**src/rtl/mdu_pkg.sv**
```systemverilog
// Shared definitions for the multiply/divide unit: operand width and the
// operation codes decoded alongside the ALU control.
package mdu_pkg;

    localparam int MDU_WIDTH = 32;

    typedef enum logic [2:0] {
        MDU_OP_MULT  = 3'd0,
        MDU_OP_MULTU = 3'd1,
        MDU_OP_DIV   = 3'd2,
        MDU_OP_DIVU  = 3'd3,
        MDU_OP_MTHI  = 3'd4,
        MDU_OP_MTLO  = 3'd5
    } mduOp_e;

    // Signed variants take magnitudes up front and fix the signs at the end.
    function automatic logic opIsSigned(input logic [2:0] op);
        return (op == MDU_OP_MULT) || (op == MDU_OP_DIV);
    endfunction

endpackage

```
**src/rtl/mdu_if.sv**
```systemverilog
// Request/result bundle between the EX stage and the multiply/divide unit.
// The master side issues start/op/a/b; the unit answers with busy and HI/LO.
interface mdu_if import mdu_pkg::*; #(parameter int WIDTH = MDU_WIDTH);

    logic             start;
    logic [2:0]       op;
    logic [WIDTH-1:0] a;
    logic [WIDTH-1:0] b;
    logic             busy;
    logic [WIDTH-1:0] hi;
    logic [WIDTH-1:0] lo;

    modport master (output start, op, a, b, input busy, hi, lo);
    modport slave  (input start, op, a, b, output busy, hi, lo);

endinterface

```
**src/rtl/mdu_iter_core.sv**
```systemverilog
// One iteration of the unsigned magnitude datapath.
// Multiply: shift-add on {acc, multiplier}, consuming the multiplier LSB.
// Divide: restoring shift-subtract on {remainder, dividend}, producing one
// quotient bit into the LSB of the shift register.
module mdu_iter_core import mdu_pkg::*; #(
    parameter int WIDTH = MDU_WIDTH
) (
    input  logic             isDiv_i,
    input  logic [WIDTH-1:0] acc_i,
    input  logic [WIDTH-1:0] shift_i,
    input  logic [WIDTH-1:0] operand_i,
    output logic [WIDTH-1:0] acc_o,
    output logic [WIDTH-1:0] shift_o
);

    logic [WIDTH:0]   sum;
    logic [WIDTH:0]   shifted;
    logic [WIDTH-1:0] trial;
    logic             fits;

    // The subtraction only matters when it fits, so a WIDTH-bit difference is enough.
    always_comb begin
        sum     = {1'b0, acc_i} + (shift_i[0] ? {1'b0, operand_i} : '0);
        shifted = {acc_i, shift_i[WIDTH-1]};
        fits    = (shifted >= {1'b0, operand_i});
        trial   = shifted[WIDTH-1:0] - operand_i;
        if (isDiv_i) begin
            acc_o   = fits ? trial : shifted[WIDTH-1:0];
            shift_o = {shift_i[WIDTH-2:0], fits};
        end else begin
            acc_o   = sum[WIDTH:1];
            shift_o = {sum[0], shift_i[WIDTH-1:1]};
        end
    end

endmodule

```
**src/rtl/mdu.sv**
```systemverilog
// Iterative multiply/divide unit beside the ALU. Works on operand magnitudes
// for WIDTH cycles, then spends one cycle restoring signs and writing HI/LO.
module mdu import mdu_pkg::*; #(
    parameter int WIDTH = MDU_WIDTH
) (
    input  logic  clk,
    input  logic  rst,
    mdu_if.slave  bus
);

    typedef enum logic [1:0] {S_IDLE, S_MUL, S_DIV, S_FIX} state_e;

    localparam int CW = $clog2(WIDTH);
    localparam logic [CW-1:0] LAST_STEP = CW'(WIDTH - 1);

    state_e           state_q;
    logic             busy_q;
    logic [WIDTH-1:0] hi_q;
    logic [WIDTH-1:0] lo_q;
    logic [WIDTH-1:0] acc_q;
    logic [WIDTH-1:0] shift_q;
    logic [WIDTH-1:0] operand_q;
    logic [CW-1:0]    count_q;
    logic             isDiv_q;
    logic             negRes_q;
    logic             negRem_q;
    logic             divZero_q;

    logic [WIDTH-1:0] acc_d;
    logic [WIDTH-1:0] shift_d;

    logic             aNeg;
    logic             bNeg;
    logic [WIDTH-1:0] absA;
    logic [WIDTH-1:0] absB;
    logic [2*WIDTH-1:0] product;
    logic [WIDTH-1:0] quotFix;
    logic [WIDTH-1:0] remFix;

    mdu_iter_core #(.WIDTH(WIDTH)) iterCore (
        .isDiv_i   (isDiv_q),
        .acc_i     (acc_q),
        .shift_i   (shift_q),
        .operand_i (operand_q),
        .acc_o     (acc_d),
        .shift_o   (shift_d)
    );

    // Magnitudes of the incoming operands; the most negative value maps to 2^(WIDTH-1).
    always_comb begin
        aNeg = opIsSigned(bus.op) & bus.a[WIDTH-1];
        bNeg = opIsSigned(bus.op) & bus.b[WIDTH-1];
        absA = aNeg ? ('0 - bus.a) : bus.a;
        absB = bNeg ? ('0 - bus.b) : bus.b;
    end

    // Sign restoration; a zero divisor forces the quotient to all ones regardless of signs.
    always_comb begin
        product = negRes_q ? ('0 - {acc_q, shift_q}) : {acc_q, shift_q};
        quotFix = divZero_q ? '1 : (negRes_q ? ('0 - shift_q) : shift_q);
        remFix  = negRem_q ? ('0 - acc_q) : acc_q;
    end

    // Control FSM with HI/LO and iteration registers; start is ignored outside IDLE.
    always_ff @(posedge clk) begin
        if (rst) begin
            state_q   <= S_IDLE;
            busy_q    <= 1'b0;
            hi_q      <= '0;
            lo_q      <= '0;
            acc_q     <= '0;
            shift_q   <= '0;
            operand_q <= '0;
            count_q   <= '0;
            isDiv_q   <= 1'b0;
            negRes_q  <= 1'b0;
            negRem_q  <= 1'b0;
            divZero_q <= 1'b0;
        end else begin
            case (state_q)
                S_IDLE: begin
                    if (bus.start) begin
                        case (bus.op)
                            MDU_OP_MULT, MDU_OP_MULTU, MDU_OP_DIV, MDU_OP_DIVU: begin
                                acc_q     <= '0;
                                shift_q   <= absA;
                                operand_q <= absB;
                                count_q   <= '0;
                                isDiv_q   <= bus.op[1];
                                negRes_q  <= aNeg ^ bNeg;
                                negRem_q  <= aNeg;
                                divZero_q <= (bus.b == '0);
                                busy_q    <= 1'b1;
                                state_q   <= bus.op[1] ? S_DIV : S_MUL;
                            end
                            MDU_OP_MTHI: hi_q <= bus.a;
                            MDU_OP_MTLO: lo_q <= bus.a;
                            default: ;
                        endcase
                    end
                end
                S_MUL, S_DIV: begin
                    acc_q   <= acc_d;
                    shift_q <= shift_d;
                    count_q <= count_q + 1'b1;
                    if (count_q == LAST_STEP) begin
                        state_q <= S_FIX;
                    end
                end
                S_FIX: begin
                    if (isDiv_q) begin
                        hi_q <= remFix;
                        lo_q <= quotFix;
                    end else begin
                        {hi_q, lo_q} <= product;
                    end
                    busy_q  <= 1'b0;
                    state_q <= S_IDLE;
                end
                default: state_q <= S_IDLE;
            endcase
        end
    end

    assign bus.busy = busy_q;
    assign bus.hi   = hi_q;
    assign bus.lo   = lo_q;

endmodule

```
**src/flat_wrapper.sv**
```systemverilog
// flat-port wrapper written by rule: the top's interface ports become plain ports
module mdu_flat import mdu_pkg::*;
#(
    parameter int WIDTH = MDU_WIDTH
)
  (clk, rst, bus_start, bus_op, bus_a, bus_b, bus_busy, bus_hi, bus_lo);
  mdu_if #(.WIDTH(WIDTH)) bus_i ();
  input  logic clk;
  input  logic rst;
  input wire logic [$bits(bus_i.start)-1:0] bus_start;
  input wire logic [$bits(bus_i.op)-1:0] bus_op;
  input wire logic [$bits(bus_i.a)-1:0] bus_a;
  input wire logic [$bits(bus_i.b)-1:0] bus_b;
  output wire logic [$bits(bus_i.busy)-1:0] bus_busy;
  output wire logic [$bits(bus_i.hi)-1:0] bus_hi;
  output wire logic [$bits(bus_i.lo)-1:0] bus_lo;
  assign bus_i.start = bus_start;
  assign bus_i.op = bus_op;
  assign bus_i.a = bus_a;
  assign bus_i.b = bus_b;
  assign bus_busy = bus_i.busy;
  assign bus_hi = bus_i.hi;
  assign bus_lo = bus_i.lo;
  mdu #(.WIDTH(WIDTH)) u_core (.clk(clk), .rst(rst), .bus(bus_i));
endmodule
```
**config.mk**
```make
export PLATFORM = sky130hd
export DESIGN_NAME = mdu_flat
export DESIGN_NICKNAME = d
export VERILOG_FILES = /design/src/rtl/mdu_pkg.sv /design/src/rtl/mdu_if.sv /design/src/rtl/mdu_iter_core.sv /design/src/rtl/mdu.sv /design/src/flat_wrapper.sv
export SDC_FILE = /design/constraint.sdc
export NUM_CORES = 1
export LEC_CHECK = 0
export CAP_MARGIN = 20
export CORE_ASPECT_RATIO = 2
export CORE_MARGIN = 4
export CORE_UTILIZATION = 55
export DETAILED_ROUTE_END_ITERATION = 8
export GPL_TIMING_DRIVEN = 0
export PLACE_DENSITY_LB_ADDON = 0.3
export SLEW_MARGIN = 20
export SYNTH_ARGS = -nofsm -noshare
export SYNTH_HDL_FRONTEND = slang
export SYNTH_SLANG_ARGS = --single-unit
```
**constraint.sdc**
```tcl
create_clock -name clk -period 3.5 [get_ports clk]
set_input_delay 0.525 -clock clk [delete_from_list [all_inputs] [get_ports clk]]
set_output_delay 0.525 -clock clk [all_outputs]
set_load 0.02 [all_outputs]
```
# After elaboration in Yosys (flattened, before gate mapping)
# Cells that the tools add are included.
dict set report classes {
  eq_ne 14
  muxes 35
  magnitude_cmp 1
  add_sub_neg 8
  reduce_logical 14
  bitwise_logic 3
}
# operator count
set ops {}
lappend ops {{32-bit two-way mux} 19}
lappend ops {{32-bit case mux with 2 select lines} 4}
lappend ops {{1-bit by 32-bit subtractor with 32-bit output (first input constant)} 4}
lappend ops {{64-bit two-way mux} 1}
lappend ops {{1-bit by 64-bit subtractor with 64-bit output (first input constant)} 1}
lappend ops {{32-bit by 33-bit adder with 33-bit output} 1}
lappend ops {{33-bit by 32-bit >= comparator with 1-bit output} 1}
lappend ops {{32-bit logical NOT} 1}
lappend ops {{32-bit subtractor} 1}
lappend ops {{3-bit AND reduction} 6}
lappend ops {{5-bit two-way mux} 2}
lappend ops {{5-bit case mux with 2 select lines} 1}
lappend ops {{2-bit two-way mux} 4}
lappend ops {{2-bit inequality test (second input constant)} 4}
lappend ops {{3-bit by 2-bit equality test with 1-bit output (second input constant)} 2}
lappend ops {{3-bit equality test (second input constant)} 2}
lappend ops {{2-bit case mux with 3 select lines} 1}
lappend ops {{5-bit by 1-bit adder with 5-bit output (second input constant)} 1}
lappend ops {{5-bit equality test (second input constant)} 1}
lappend ops {{2-bit equality test (second input constant)} 2}
lappend ops {{2-bit nonzero test} 2}
lappend ops {{4-bit OR reduction} 1}
lappend ops {{3-bit by 1-bit equality test with 1-bit output (second input constant)} 1}
lappend ops {{3-bit logical NOT} 1}
lappend ops {{9 further kinds} 11}
dict set report word_totals {
  out_inout_bits 65
  elab_cells 87
  regBits 172
  input_bits 70
}

# Depth between registers and ports, before layout
# Gate-level depths: netlist of run 1.
dict set report depth {
  ltp_word 7
  mapped_depth 14
  ltp_nobuf 13
}

# Modules after synthesis
# A second synthesis of run 1 with hierarchy kept.
dict set report hier_totals {
  cells_unflattened 2030
  hier_area_um2 15144.5
}
# mod area_per_inst_um2 n_inst seq_area_each_um2 cells_per_inst
set by_module_without_submodules {}
lappend by_module_without_submodules {mdu 10446.3 1 3443.3 1359}
lappend by_module_without_submodules {mdu_iter_core 4698.3 1 0.0 671}

# Worst setup path before layout of run 1
# OpenSTA, ideal clock, no wires.
dict set report synth_path {
  kind {flip-flop to flip-flop}
  start {register u_core.shift_q[0]}
  end {register u_core.acc_q[29]}
  stages_incl_launch_ff 14
  n_path_buf 1
  period_less_slack_ns 3.194
  required_ns 3.378
  setup_time_ns 0.122
  slack_ns 0.306
  t_arrival_ns 3.073
  path_cell_list {dfxtp_1 -> inv_1 -> clkbuf_1 -> nor2_1 -> ha_1 -> a21o_1 -> or3_1 -> o211ai_2 -> o211ai_1 -> a31oi_1 -> o21ai_1 -> a221oi_1 -> xnor2_1 -> a221o_1}
}
dict set report synth_between {
  elab_chain_cells 4
}
# element line_no
set synth_lines {}
lappend synth_lines {{start, declared} mdu.sv:21} ;# logic [WIDTH-1:0] shift_q;
lappend synth_lines {{start signal, assigned} mdu.sv:86} ;# shift_q <= absA;
lappend synth_lines {{start signal, assigned} mdu.sv:104} ;# shift_q <= shift_d;
lappend synth_lines {{32-bit two-way mux} mdu_iter_core.sv:23} ;# sum = {1'b0, acc_i} + (shift_i[0] ? {1'b0, operand_i} : '0);
lappend synth_lines {{32-bit by 33-bit adder with 33-bit output} mdu_iter_core.sv:23}
lappend synth_lines {{32-bit two-way mux} mdu_iter_core.sv:27} ;# if (isDiv_i) begin
lappend synth_lines {{32-bit case mux with 2 select lines} mdu.sv:80} ;# case (state_q)
lappend synth_lines {{end signal, assigned} mdu.sv:71} ;# acc_q <= '0;
lappend synth_lines {{end signal, assigned} mdu.sv:85} ;# acc_q <= '0;
lappend synth_lines {{end signal, assigned} mdu.sv:103} ;# acc_q <= acc_d;
lappend synth_lines {{end, declared} mdu.sv:20} ;# logic [WIDTH-1:0] acc_q;
# No other way between the ends.
# A chain may end at the register's enable or synchronous reset.

# Worst setup path after layout of run 1
dict set report layout_path {
  start {register u_core.acc_q[9]}
  end {register u_core.acc_q[7]}
}
dict set report layout_between {
  elab_chain_cells 4
}
# element line_no
set layout_lines {}
lappend layout_lines {{33-bit by 32-bit >= comparator with 1-bit output} mdu_iter_core.sv:25} ;# fits = (shifted >= {1'b0, operand_i});
lappend layout_lines {{32-bit two-way mux} mdu_iter_core.sv:28} ;# acc_o = fits ? trial : shifted[WIDTH-1:0];
lappend layout_lines {{32-bit two-way mux} mdu_iter_core.sv:27}
lappend layout_lines {{32-bit case mux with 2 select lines} mdu.sv:80}
# No other way between the ends.

==> results of run 1 <==
==> cell families after synthesis <==
kind of cell	after synthesis	share of synthesized area
and+or+nand+nor	622	0.210
AOI/OAI and AO/OA	617	0.291
buffers and inverters	182	0.0511
DFF	172	0.247
xor gates and xnor gates	164	0.103
adders and majority gates	75	0.0684
muxes	41	0.0295
==> area by class of cell <==
type | instances | share of cell area
buffer | 118 | 0.0303
antenna | 2 | 0.000299
inverter | 64 | 0.0145
sequential | 172 | 0.207
clock inverter | 15 | 0.00889
clock buffer | 17 | 0.0254
tap | 336 | 0.0251
multi-input combinational | 1519 | 0.602
timing repair buffer | 149 | 0.0869
==> sequential cells by signal, indices dropped and copies added (netlist names), 2 cells and up <==
name and cells:
u_core.acc_q 32, u_core.bus.hi 32, u_core.bus.lo 32, u_core.count_q 5, u_core.operand_q 32, u_core.shift_q 32, u_core.state_q 2
==> synthesized netlist by cell type, types with 17 or more instances <==
library cell	n
sky130_fd_sc_hd__o21ai_0	101
sky130_fd_sc_hd__clkbuf_1	95
sky130_fd_sc_hd__o221ai_1	24
sky130_fd_sc_hd__xor2_1	76
sky130_fd_sc_hd__xnor2_1	88
sky130_fd_sc_hd__inv_1	63
sky130_fd_sc_hd__dfxtp_1	172
sky130_fd_sc_hd__o31ai_1	26
sky130_fd_sc_hd__a211oi_1	67
sky130_fd_sc_hd__nor2_1	211
sky130_fd_sc_hd__mux2i_1	41
sky130_fd_sc_hd__a21oi_1	197
sky130_fd_sc_hd__o211ai_1	42
sky130_fd_sc_hd__nand3_1	32
sky130_fd_sc_hd__nor4_1	17
sky130_fd_sc_hd__nor3_1	31
sky130_fd_sc_hd__or3_1	27
sky130_fd_sc_hd__nand2_1	198
sky130_fd_sc_hd__a21o_1	34
sky130_fd_sc_hd__ha_1	73
==> per-stage QoR <==
step | std cells | total power, W | setup slack, ps | hold WS (ps)
after floorplan | 1873 | 0.00550 | 306 | 429
after global placement | 2342 | 0.00710 | -1210 | 437
after detailed placement | 2342 | 0.00718 | -1230 | 444
after CTS | 2378 | 0.00919 | 3.23 | 454
after global routing | 2391 | 0.0100 | -29.3 | 482
final | 2392 | 0.00959 | 32.4 | 455
==> repair_timing <==
item,in CTS,in global routing
hold buffers,0,0
resized for setup,39,41
pin swaps,4,15
setup buffers,4,12
endpoints found under the setup margin,35,63
==> where the power goes <==
part	leakage, nW	internal [W]	switching, W
clock	0.289	0.00100	0.000953
sequential	1.40	0.00224	0.000327
combinational	4.65	0.00165	0.00342
total	6.34	0.00489	0.00470
==> routing by layer <==
metal | vias up | GRT usage | share of wire
met5 | - | 0.0184 | 0.00098
met4 | 2 | 0.516 | 0.14
met3 | 506 | 0.142 | 0.085
met2 | 1052 | 0.778 | 0.48
met1 | 7506 | 0.403 | 0.29
li1 | 7159 | - | -
==> worst paths after layout <==
path / from / endpoint / slack, ps / depth (start not counted)
worst max-delay path: u_core.acc_q[9]$_SDFFE_PP0P_ / u_core.acc_q[7]$_SDFFE_PP0P_ / 30 / 13
worst min-delay path: u_core.bus.lo[17]$_SDFFE_PP0P_ / u_core.bus.lo[17]$_SDFFE_PP0P_ / 450 / 2
worst max register to register: u_core.acc_q[9]$_SDFFE_PP0P_ / u_core.acc_q[7]$_SDFFE_PP0P_ / 30 / 13
worst min register to register: u_core.bus.lo[17]$_SDFFE_PP0P_ / u_core.bus.lo[17]$_SDFFE_PP0P_ / 450 / 2
==> placed cells by master (no fill, tap or decap), types with 20 or more instances in the layout <==
| master | count |
|---|---|
| sky130_fd_sc_hd__nor2_1 | 209 |
| sky130_fd_sc_hd__nand2_1 | 197 |
| sky130_fd_sc_hd__a21oi_1 | 192 |
| sky130_fd_sc_hd__dfxtp_1 | 165 |
| sky130_fd_sc_hd__clkdlybuf4s50_1 | 133 |
| sky130_fd_sc_hd__o21ai_0 | 97 |
| sky130_fd_sc_hd__clkbuf_1 | 87 |
| sky130_fd_sc_hd__xnor2_1 | 87 |
| sky130_fd_sc_hd__xor2_1 | 76 |
| sky130_fd_sc_hd__ha_1 | 73 |
| sky130_fd_sc_hd__a211oi_1 | 65 |
| sky130_fd_sc_hd__inv_1 | 62 |
| sky130_fd_sc_hd__o211ai_1 | 42 |
| sky130_fd_sc_hd__mux2i_1 | 41 |
| sky130_fd_sc_hd__a21o_1 | 34 |
| sky130_fd_sc_hd__nand3_1 | 32 |
| sky130_fd_sc_hd__nor3_1 | 28 |
| sky130_fd_sc_hd__or3_1 | 27 |
| sky130_fd_sc_hd__o221ai_1 | 24 |
| sky130_fd_sc_hd__o31ai_1 | 23 |
| sky130_fd_sc_hd__buf_4 | 20 |
==> critical path, cell delays in order, from the launching register on <==
cell                       delay, ps
sky130_fd_sc_hd__dfxtp_4         460
sky130_fd_sc_hd__ha_1            260
sky130_fd_sc_hd__buf_2           180
sky130_fd_sc_hd__a21oi_1         240
sky130_fd_sc_hd__o21ai_1         160
sky130_fd_sc_hd__a221o_1         410
sky130_fd_sc_hd__a31oi_4         260
sky130_fd_sc_hd__o31ai_2         140
sky130_fd_sc_hd__a31oi_1         280
sky130_fd_sc_hd__buf_4           250
sky130_fd_sc_hd__clkbuf_4        280
sky130_fd_sc_hd__nand2_1          80
sky130_fd_sc_hd__o31a_1          160
sky130_fd_sc_hd__o221ai_1        210
==> results.txt, run 1 <==
The run finished with clean final reports. The number of iterations in the first detailed-routing pass is 7, and the area of the multi-input gates is 0.0101 mm^2. The run gives 10.5 ps as the clock tree skew after final layout. STA puts the critical path data required time at 3880 ps. In this run the worst path has a maximum fanout of 10. At the end of the flow, the number of nets in the layout was 2186. The final clock period utilization by the worst path came out at 0.991. The placed instances occupy a cell area of 0.0157 mm^2.

The share of the synthesized area in the top cell type is 0.247, and the CTS clock-pin slew for the worst setup and hold paths is 70 ps. The number of placement rows was 82. Summed over all failing endpoints, the final setup total negative slack is 0 ps.

Most area-hungry cell type in the Yosys netlist: sky130_fd_sc_hd__dfxtp_1. The cell area power density is 573 mW/mm^2. The critical setup path kind is flip-flop to flip-flop. Nature of the critical path endpoint: a flip-flop. The per-cell routed wire length is 27.2 um, and the effective utilization at floorplan is 0.557. The tools report the number of nets with antenna violations after routing as 0. The worst-case IR drop observed on VDD is 0.000296 V. The post-route cell area is 0.0167 mm^2, and the post-DP HPWL is 50300 um.

The number of filler cells placed in the layout was 2257; the detailed-route via count was 16200. For this run the aggregate overflow at the end of global routing stands at 0. The first global-routing pass estimated 96800 um of wire. During placement, the flow inserted port buffers numbering 133. The number of flops mapped to enable cells by yosys was 0; the total DRC errors in the routed layout was 0.

The number of DRC markers in iteration 0 came out at 1826. The logs give 470 ps for the clock latency of the later-clocked register in the worst-skew pair and 86 for the count of different cell masters after synthesis. Yosys attributes the largest share of cell area to sky130_fd_sc_hd__dfxtp_1 (25%), sky130_fd_sc_hd__a21oi_1 (7.1%), sky130_fd_sc_hd__ha_1 (6.6%), sky130_fd_sc_hd__nor2_1 (5.7%), sky130_fd_sc_hd__xnor2_1 (5.5%). The congestion estimate from routability-driven global placement came to 1.12. The number of hold violations in the final report is 0, and the share of layout cells above drive strength 1 is 0.0682.

The synthesized instance count is 1873, and the static power due to leakage is 6.34 nW. The post-route minimum period is 3470 ps. The worst setup path is launched from a flip-flop.

The H-tree generated during clock tree synthesis spans 4 levels. The die boundary height was 233 um. The tools report the maximum achievable frequency as 0.288 GHz. The min-delay analysis places its worst path in the category flip-flop to flip-flop. The number of antenna violations at the first check in global routing came out at 2. The synthesized area per cell works out to 7.44 um^2. For this run, the leading register cell type out of synthesis is sky130_fd_sc_hd__dfxtp_1. Summed over all layers, the routed wires come to 65100 um.

The run gives 16300 as the via count of the first global-routing pass. The mapped cell area is 0.0139 mm^2. The tools report the area of the core region as 0.0250 mm^2. The layout overhead on the synthesized area is 20.1%, and the clock tree buffer depth is 2. The share of synthesized registers carrying an async set or reset works out to 0.

In this run, synthesis produced a sequential element count of 172. The area of all sequential standard cells was 0.00346 mm^2; the final number of max-transition violations was 0. The worst relative slew slack was 0.188. Entering global routing, the biggest net connects 18 pins. The global-route usage over all layers came out at 0.462. Pin placement for this block handled 135 I/O pins.

The area of the die is 0.0281 mm^2. Using the TritonRoute via totals, the vias-per-cell ratio works out to 6.78. In this run, CTS created clock tree buffers numbering 17.

Synthesis produced a netlist with a net count of 2018. At the pin with the least slew margin, the transition time is 1210 ps. STA puts the critical path data arrival time at 3850 ps. The utilization after layout was 0.669. The sequential-to-total area share from yosys stat came out at 0.247. The count of synthesis-stage warnings from yosys is 0. Measured along the x axis, the die boundary spans 121 um. The clock tree root driver cell is sky130_fd_sc_hd__clkbuf_16. Max-cap violations in this run came to 0.

The tools report the number of clock sinks seen by CTS as 172. The number of failing setup endpoints in the final timing report came out at 0. TritonCTS built the clock tree.
Note: power is estimated with default switching activity, not from simulation.
==> inputs of run 2 (changes only) <==
TNS_END_PERCENT = 20   (was default)
==> results.txt, run 2 (same netlist as run 1, synthesis figures left out) <==
Number of antenna violations at the first check in global routing: 1 (-1). The die boundary height was 233 um (unchanged). Clock tree buffer depth: 2 (unchanged). TritonCTS built the clock tree. Maximum achievable frequency: 0.275 GHz (-4.6%). The tools report the nature of the critical path endpoint as a flip-flop.

The clock tree root driver cell is sky130_fd_sc_hd__clkbuf_16. Total power after layout: 0.00956 W (-0.35%). The final number of max-transition violations is 0 (unchanged), and the data arrival time of the critical path is 4020 ps (+170 ps). The count of input and output buffers is 133 (unchanged). The final reports fail on setup timing.

The per-cell routed wire length came out at 27.2 um (about the same). The largest voltage drop on the vdd net was 0.000317 V (+7.1%). The area of the core region is 0.0250 mm^2 (unchanged).

The hold path endpoint is u_core.bus.lo[17]$_SDFFE_PP0P_. The total buffers and inverters traversed by the critical path was 3 (unchanged). The tools report the clock tree skew after final layout as 11.8 ps (+1.38 ps).

The maximum net fanout on the critical path is 10 (unchanged). For the number of H-tree levels, the log shows 4 (unchanged). The class of the tightest hold or removal check was flip-flop to flip-flop. The via count of the first global-routing pass was 16300 (+0.10%). The most common library cell in the layout ignoring fill and taps is sky130_fd_sc_hd__nor2_1. The tools report the worst relative slew slack as 0.185 (-0.00353). The utilization after layout is 0.666 (-0.00220).

The run gives 64900 um (-0.22%) as the total length of routed wires. The tools report the number of CTS-inserted buffers as 17 (unchanged). Effective utilization at floorplan: 0.557 (unchanged). The number of placement rows was 82 (unchanged); the cell count along the critical path was 11 (-2).

The total DRC errors in the routed layout is 0 (unchanged), and the slew at the pin with the worst max-slew slack is 1210 ps (+5.24 ps). The sum of routed wire segments on met1 is 18900 um (-0.37%), and the cell area power density is 573 mW/mm^2 (about the same). The logs give 50300 um (unchanged) for the post-DP HPWL and 0.463 (about the same) for the global-route usage over all layers.

The number of top-level pins came out at 135 (unchanged). The quantity of hold-fixing buffers added after cts is 0 (unchanged). The critical path starts at u_core.state_q[1]$_SDFFE_PP0P_. The count of maximum capacitance violations is 0 (unchanged). The CTS clock-pin slew for the worst setup and hold paths was 70 ps (about the same); the number of clock sinks seen by CTS was 172 (unchanged).

Traced cell by cell, the critical path runs through inv_1 > ha_1 > buf_2 > nand2_1 > or2_2 > o21ai_2 > nand2_2 > nor3_4 > clkbuf_1 > a32oi_1 > o211ai_1. The first-pass GRT wire length came out at 96900 um (about the same). In the layout the commonest cells are sky130_fd_sc_hd__nor2_1 (209), sky130_fd_sc_hd__nand2_1 (197), sky130_fd_sc_hd__a21oi_1 (193).

The worst hold path depth is 2 (unchanged). The number of filler cells placed in the layout is 2260 (+0.13%), and the required time at the worst-slack endpoint is 3890 ps (about the same). The share of layout cells above drive strength 1 came out at 0.0658 (-0.00234). The number of failing setup endpoints in the final timing report was 9 (+9); the non-filler instance count after layout was 2388 (-0.17%).

The clock latency of the later-clocked register in the worst-skew pair came out at 470 ps (about the same). In this run the critical register-to-register path is launched from u_core.state_q[1]$_SDFFE_PP0P_. The tools report the number of DRC markers in iteration 0 as 1716 (-6.0%). Post-route minimum period: 3630 ps (+166 ps). The length of routed met2 wiring came out at 31300 um (-0.23%). Static power due to leakage: 6.30 nW (-0.53%). The endpoint identified for the worst register-to-register timing path is u_core.acc_q[25]$_SDFFE_PP0P_.

The minimum setup slack in the final design is -134 ps (-166 ps). The worst setup path is launched from a flip-flop. The maximum number of pins on one net before global-route repair was 18 (unchanged). The number of hold violations in the final report came out at 0 (unchanged). For the flop-to-flop setup slack, the log shows -130 ps (-170 ps). The peak per-stage delay on the critical path was 680 ps (+220 ps); the number of nets in the finished design was 2183 (-0.14%). The number of vias per cell after detailed routing is 6.75 (-0.47%). The tools report the met3 wirelength from detailed routing as 5440 um (-1.1%). The critical setup path kind is flip-flop to flip-flop.

The final clock period utilization by the worst path is 1.04 (+0.0474), and the layout overhead on the synthesized area is 19.7%. The critical-path cell with the highest stage delay is sky130_fd_sc_hd__nor3_4. The highest metal layer used by the detailed router is met5.

The summed negative setup slack over all endpoints is -295 ps (-295 ps). The number of iterations in the first detailed-routing pass was 9 (+2). The horizontal die dimension works out to 121 um (unchanged). The kind of cell with the highest combined delay along the critical path is simple AND/OR/NAND/NOR gates.

The worst-case reg-to-reg path depth came out at 11 (-2). The area of the die came out at 0.0281 mm^2 (unchanged). For the global route total overflow, the log shows 0 (unchanged). The run gives 1.12 (unchanged) as the final weighted congestion of routability-driven global placement.

The run finished, with violations left. For the detailed-route via count, the log shows 16100 (-0.64%). The cell total after placement was 2342 (unchanged); the number of nets with antenna violations after routing was 0 (unchanged).

Source of the worst hold timing path: u_core.bus.lo[17]$_SDFFE_PP0P_.
==> run 2: cell count changes in the layout (fill, tap and decap cells not counted), sizes merged <==
cell and change:
buf -1, clkbuf -2, diode -1
==> run 2: tightest hold or removal path, cell delays in order, from the launching register on <==
cell and delay (ps):
sky130_fd_sc_hd__dfxtp_1 310, sky130_fd_sc_hd__nand2_1 50, sky130_fd_sc_hd__a21oi_1 50
==> run 2: area by class of cell <==
type                            instances  area [um^2]  share of cell area
Multi-Input combinational cell       1519        10000               0.602
Clock inverter                         15          149             0.00892
Tap cell                              336          420              0.0252
Timing Repair Buffer                  147         1440              0.0863
Clock buffer                           17          425              0.0255
Buffer                                117          498              0.0298
Inverter                               64          243              0.0145
Antenna cell                            1         2.50            0.000150
Sequential cell                       172         3460               0.207
==> run 2: metal layers <==
layer | vias to the layer above | global-route usage
li1 | 7158 | -
met1 | 7393 | 0.402
met2 | 1041 | 0.778
met3 | 527 | 0.144
met4 | 2 | 0.516
met5 | - | 0.0184
==> run 2: stage by stage <==
step	setup slack [ps]	cell area, um^2	hold WS, ps
detailed placement	-1230	15700	444
finish	-134	16700	454
CTS	-39.5	16500	454
global route	-166	16700	482
floorplan	306	13900	429
global placement	-1210	15700	437
==> run 2: worst max-delay path by stage <==
stage	to	slack [ps]
2_1_floorplan	u_core.acc_q[29]$_SDFFE_PP0P_	310
3_3_place_gp	u_core.acc_q[26]$_SDFFE_PP0P_	-1210
3_5_place_dp	u_core.acc_q[26]$_SDFFE_PP0P_	-1230
4_1_cts	u_core.acc_q[26]$_SDFFE_PP0P_	-40
5_1_grt	u_core.acc_q[25]$_SDFFE_PP0P_	-170
6_report	u_core.acc_q[25]$_SDFFE_PP0P_	-130
==> run 2: report_power, final <==
group          switching (W)  internal [W]  total (W)
logic                0.00340       0.00164    0.00504
clock network       0.000951       0.00100    0.00196
registers           0.000326       0.00224    0.00256
total                0.00468       0.00488    0.00956
==> run 2: repair_timing <==
item                       in CTS  in global routing
gates cloned                    0                  0
setup endpoints to repair      35                 63
pin swaps                       4                 12
setup buffers                   4                 10
resized for setup              38                 34
==> inputs of run 3 (changes only) <==
SLEW_MARGIN = default   (was 20)
clock period = 4.17 ns   (was 3.5 ns; I/O delays follow)
==> results.txt, run 3 (same netlist as run 1, synthesis figures left out) <==
Following the worst setup path forward leads to its endpoint at u_core.acc_q[26]$_SDFFE_PP0P_. The number of vias per cell after detailed routing works out to 6.79 (+0.63%). The area of the die is 0.0281 mm^2 (unchanged), and the die boundary height is 233 um (unchanged). The clock tree buffer depth is 2 (unchanged), and the per-cell routed wire length is 27.1 um (-0.21%). The horizontal die dimension was 121 um (unchanged).

The non-filler instance count after layout was 2382 (-0.25%). The number of DRC markers in iteration 0 came out at 1732 (+0.93%). The run gives 20 ps (+150 ps) as the flop-to-flop setup slack. The worst relative slew slack came out at 0.235 (+0.0508).

The tightest min-delay check is of the flip-flop to flip-flop type. For the number of antenna violations at the first check in global routing, the log shows 2 (+1). TritonCTS built the clock tree. For the total length of routed wires, the log shows 64600 um (-0.47%).

The number of hold violations in the final report came out at 0 (unchanged). The tools report the largest voltage drop on the vdd net as 0.000262 V (-17%). The number of H-tree levels is 4 (unchanged), and the total DRC errors in the routed layout is 0 (unchanged). The number of iterations in the first detailed-routing pass is 7 (-2). The worst setup path startpoint was u_core.acc_q[9]$_SDFFE_PP0P_. The maximum net fanout on the critical path is 10 (unchanged). The number of CTS-inserted buffers was 17 (unchanged). The tools report the end of the worst register-to-register path as u_core.acc_q[26]$_SDFFE_PP0P_. The run gives 0.653 (-0.0133) as the utilization after layout. The number of nets in the finished design is 2178 (-0.23%), and the share of layout cells above drive strength 1 is 0.0420 (-0.0238). The highest metal layer used by the detailed router was met4. For the cell total after placement, the log shows 2344 (+0.085%). The critical path in this run is classified as flip-flop to flip-flop.

The required time at the worst-slack endpoint was 4530 ps (+640 ps). The worst setup path is captured at a flip-flop. The number of placement rows was 82 (unchanged). The tools report the number of failing setup endpoints in the final timing report as 0 (-9). Most common library cell in the layout ignoring fill and taps: sky130_fd_sc_hd__nor2_1. The cell area power density is 481 mW/mm^2 (-16%).

The run gives 0 (unchanged) as the count of maximum capacitance violations. The final clock period utilization by the worst path is 0.995 (-0.0431), and the first-pass GRT wire length is 96700 um (-0.15%). The maximum number of pins on one net before global-route repair is 17 (-1), and the antenna diode count is 0 (-1). The logs give 0.557 (unchanged) for the effective utilization at floorplan and 16300 (-0.45%) for the via count of the first global-routing pass.

The static power due to leakage was 6.14 nW (-2.6%). The global route total overflow is 0 (unchanged), and the global-route usage over all layers is 0.462 (about the same). The run gives 16200 (+0.37%) as the detailed-route via count. The length of routed met2 wiring is 31200 um (-0.56%). The clock tree skew after final layout is 9.95 ps (-1.89 ps), and the clock latency of the later-clocked register in the worst-skew pair is 470 ps (about the same). The met3 wirelength from detailed routing is 5680 um (+4.3%).

The worst-case reg-to-reg path depth is 12 (+1). Sum of routed wire segments on met1: 18700 um (-1.1%). The tools report the source of the worst hold timing path as u_core.bus.hi[27]$_SDFFE_PP0P_.

The tools report the number of top-level pins as 135 (unchanged). The data arrival time of the critical path was 4510 ps (+490 ps). Worst hold margin: 454 ps (-0.249 ps).

The top cell types in the final layout, fill and taps aside, are sky130_fd_sc_hd__nor2_1 (211), sky130_fd_sc_hd__nand2_1 (198), sky130_fd_sc_hd__a21oi_1 (196). Critical register-to-register path startpoint: u_core.acc_q[9]$_SDFFE_PP0P_. The slew at the pin with the worst max-slew slack is 1140 ps (-67.6 ps).

The layout overhead on the synthesized area is 17.4%, and the area of the core region is 0.0250 mm^2 (unchanged). The run finished with clean final reports. Setup repair after global routing could not meet its margin everywhere. The run gives 0 (unchanged) as the quantity of hold-fixing buffers added after cts. The clock tree root driver cell is sky130_fd_sc_hd__clkbuf_16. The worst setup path is launched from a flip-flop.

The final number of max-transition violations came out at 0 (unchanged). The tools report the number of clock sinks seen by CTS as 172 (unchanged). The number of nets with antenna violations after routing is 0 (unchanged), and the CTS clock-pin slew for the worst setup and hold paths is 70 ps (about the same). Post-route minimum period: 4150 ps (+516 ps). The maximum achievable frequency was 0.241 GHz (-12%). The final weighted congestion of routability-driven global placement is 1.12 (unchanged).

The post-DP HPWL was 50400 um (+0.12%); the count of input and output buffers was 133 (unchanged). The total power after layout is 0.00787 W (-18%).
[run 3: cell types whose count changed in the layout (fill, tap and decap cells not counted), moves of 3 or more]
cell / previous run / this run
sky130_fd_sc_hd__o21ai_0: 97 / 101
sky130_fd_sc_hd__dfxtp_1: 164 / 171
sky130_fd_sc_hd__nor4_1: 14 / 17
sky130_fd_sc_hd__buf_2: 7 / 12
sky130_fd_sc_hd__o21ai_1: 4 / 1
sky130_fd_sc_hd__clkbuf_2: 5 / 0
sky130_fd_sc_hd__dfxtp_2: 6 / 1
sky130_fd_sc_hd__buf_4: 20 / 7
sky130_fd_sc_hd__a21oi_1: 193 / 196
sky130_fd_sc_hd__clkbuf_1: 87 / 96
sky130_fd_sc_hd__nor3_1: 28 / 31
[run 3: worst min path at each step]
stage / to / slack (ps) / depth (start not counted)
3_3_place_gp: u_core.bus.hi[15]$_SDFFE_PP0P_ / 440 / 1
3_5_place_dp: u_core.bus.hi[27]$_SDFFE_PP0P_ / 440 / 1
6_report: u_core.bus.hi[27]$_SDFFE_PP0P_ / 450 / 1
5_1_grt: u_core.operand_q[31]$_SDFFE_PP0P_ / 470 / 2
2_1_floorplan: u_core.count_q[3]$_SDFFE_PP0P_ / 430 / 1
4_1_cts: u_core.bus.lo[17]$_SDFFE_PP0P_ / 450 / 2
[run 3: worst max-delay path, cell delays in order (launching register included)]
cell	delay [ps]
sky130_fd_sc_hd__dfxtp_1	660
sky130_fd_sc_hd__ha_1	330
sky130_fd_sc_hd__buf_2	180
sky130_fd_sc_hd__a21oi_1	230
sky130_fd_sc_hd__o21ai_0	230
sky130_fd_sc_hd__a221o_1	420
sky130_fd_sc_hd__a31oi_2	320
sky130_fd_sc_hd__o31ai_1	200
sky130_fd_sc_hd__a31oi_1	260
sky130_fd_sc_hd__buf_2	330
sky130_fd_sc_hd__buf_2	350
sky130_fd_sc_hd__o21ai_0	170
sky130_fd_sc_hd__a221o_1	330
[run 3: layout make-up]
cell class / count / area (um^2)
timing repair buffer: 141 / 1390
multi-input combinational: 1519 / 9820
clock buffer: 19 / 433
buffer: 118 / 473
sequential: 172 / 3440
fill: 2338 / 8680
clock inverter: 13 / 131
tap: 336 / 420
inverter: 64 / 240
[run 3: metal layers]
| metal | GRT usage | vias to the layer above |
|---|---|---|
| li1 | - | 7163 |
| met1 | 0.401 | 7450 |
| met2 | 0.777 | 1091 |
| met3 | 0.157 | 477 |
| met4 | 0.504 | 0 |
| met5 | 0 | - |
[run 3: timing repair]
item,4_1_cts,5_1_grt
pin swaps,2,0
setup endpoints to repair,9,9
buffers inserted,3,0
gates resized for setup,3,6
[run 3: stage by stage]
stage	cell area, um^2	TNS (ps)	setup slack (ps)
after global routing	16400	-186	-115
after detailed placement	15700	-2560	-563
after global placement	15700	-6950	-540
after floorplan	13900	0	976
after CTS	16300	0	131
final	16400	0	20.3
[run 3: power by group]
part | switching, W | internal (W)
sequential | 0.000272 | 0.00188
combinational | 0.00279 | 0.00130
clock | 0.000784 | 0.000839
total | 0.00385 | 0.00402
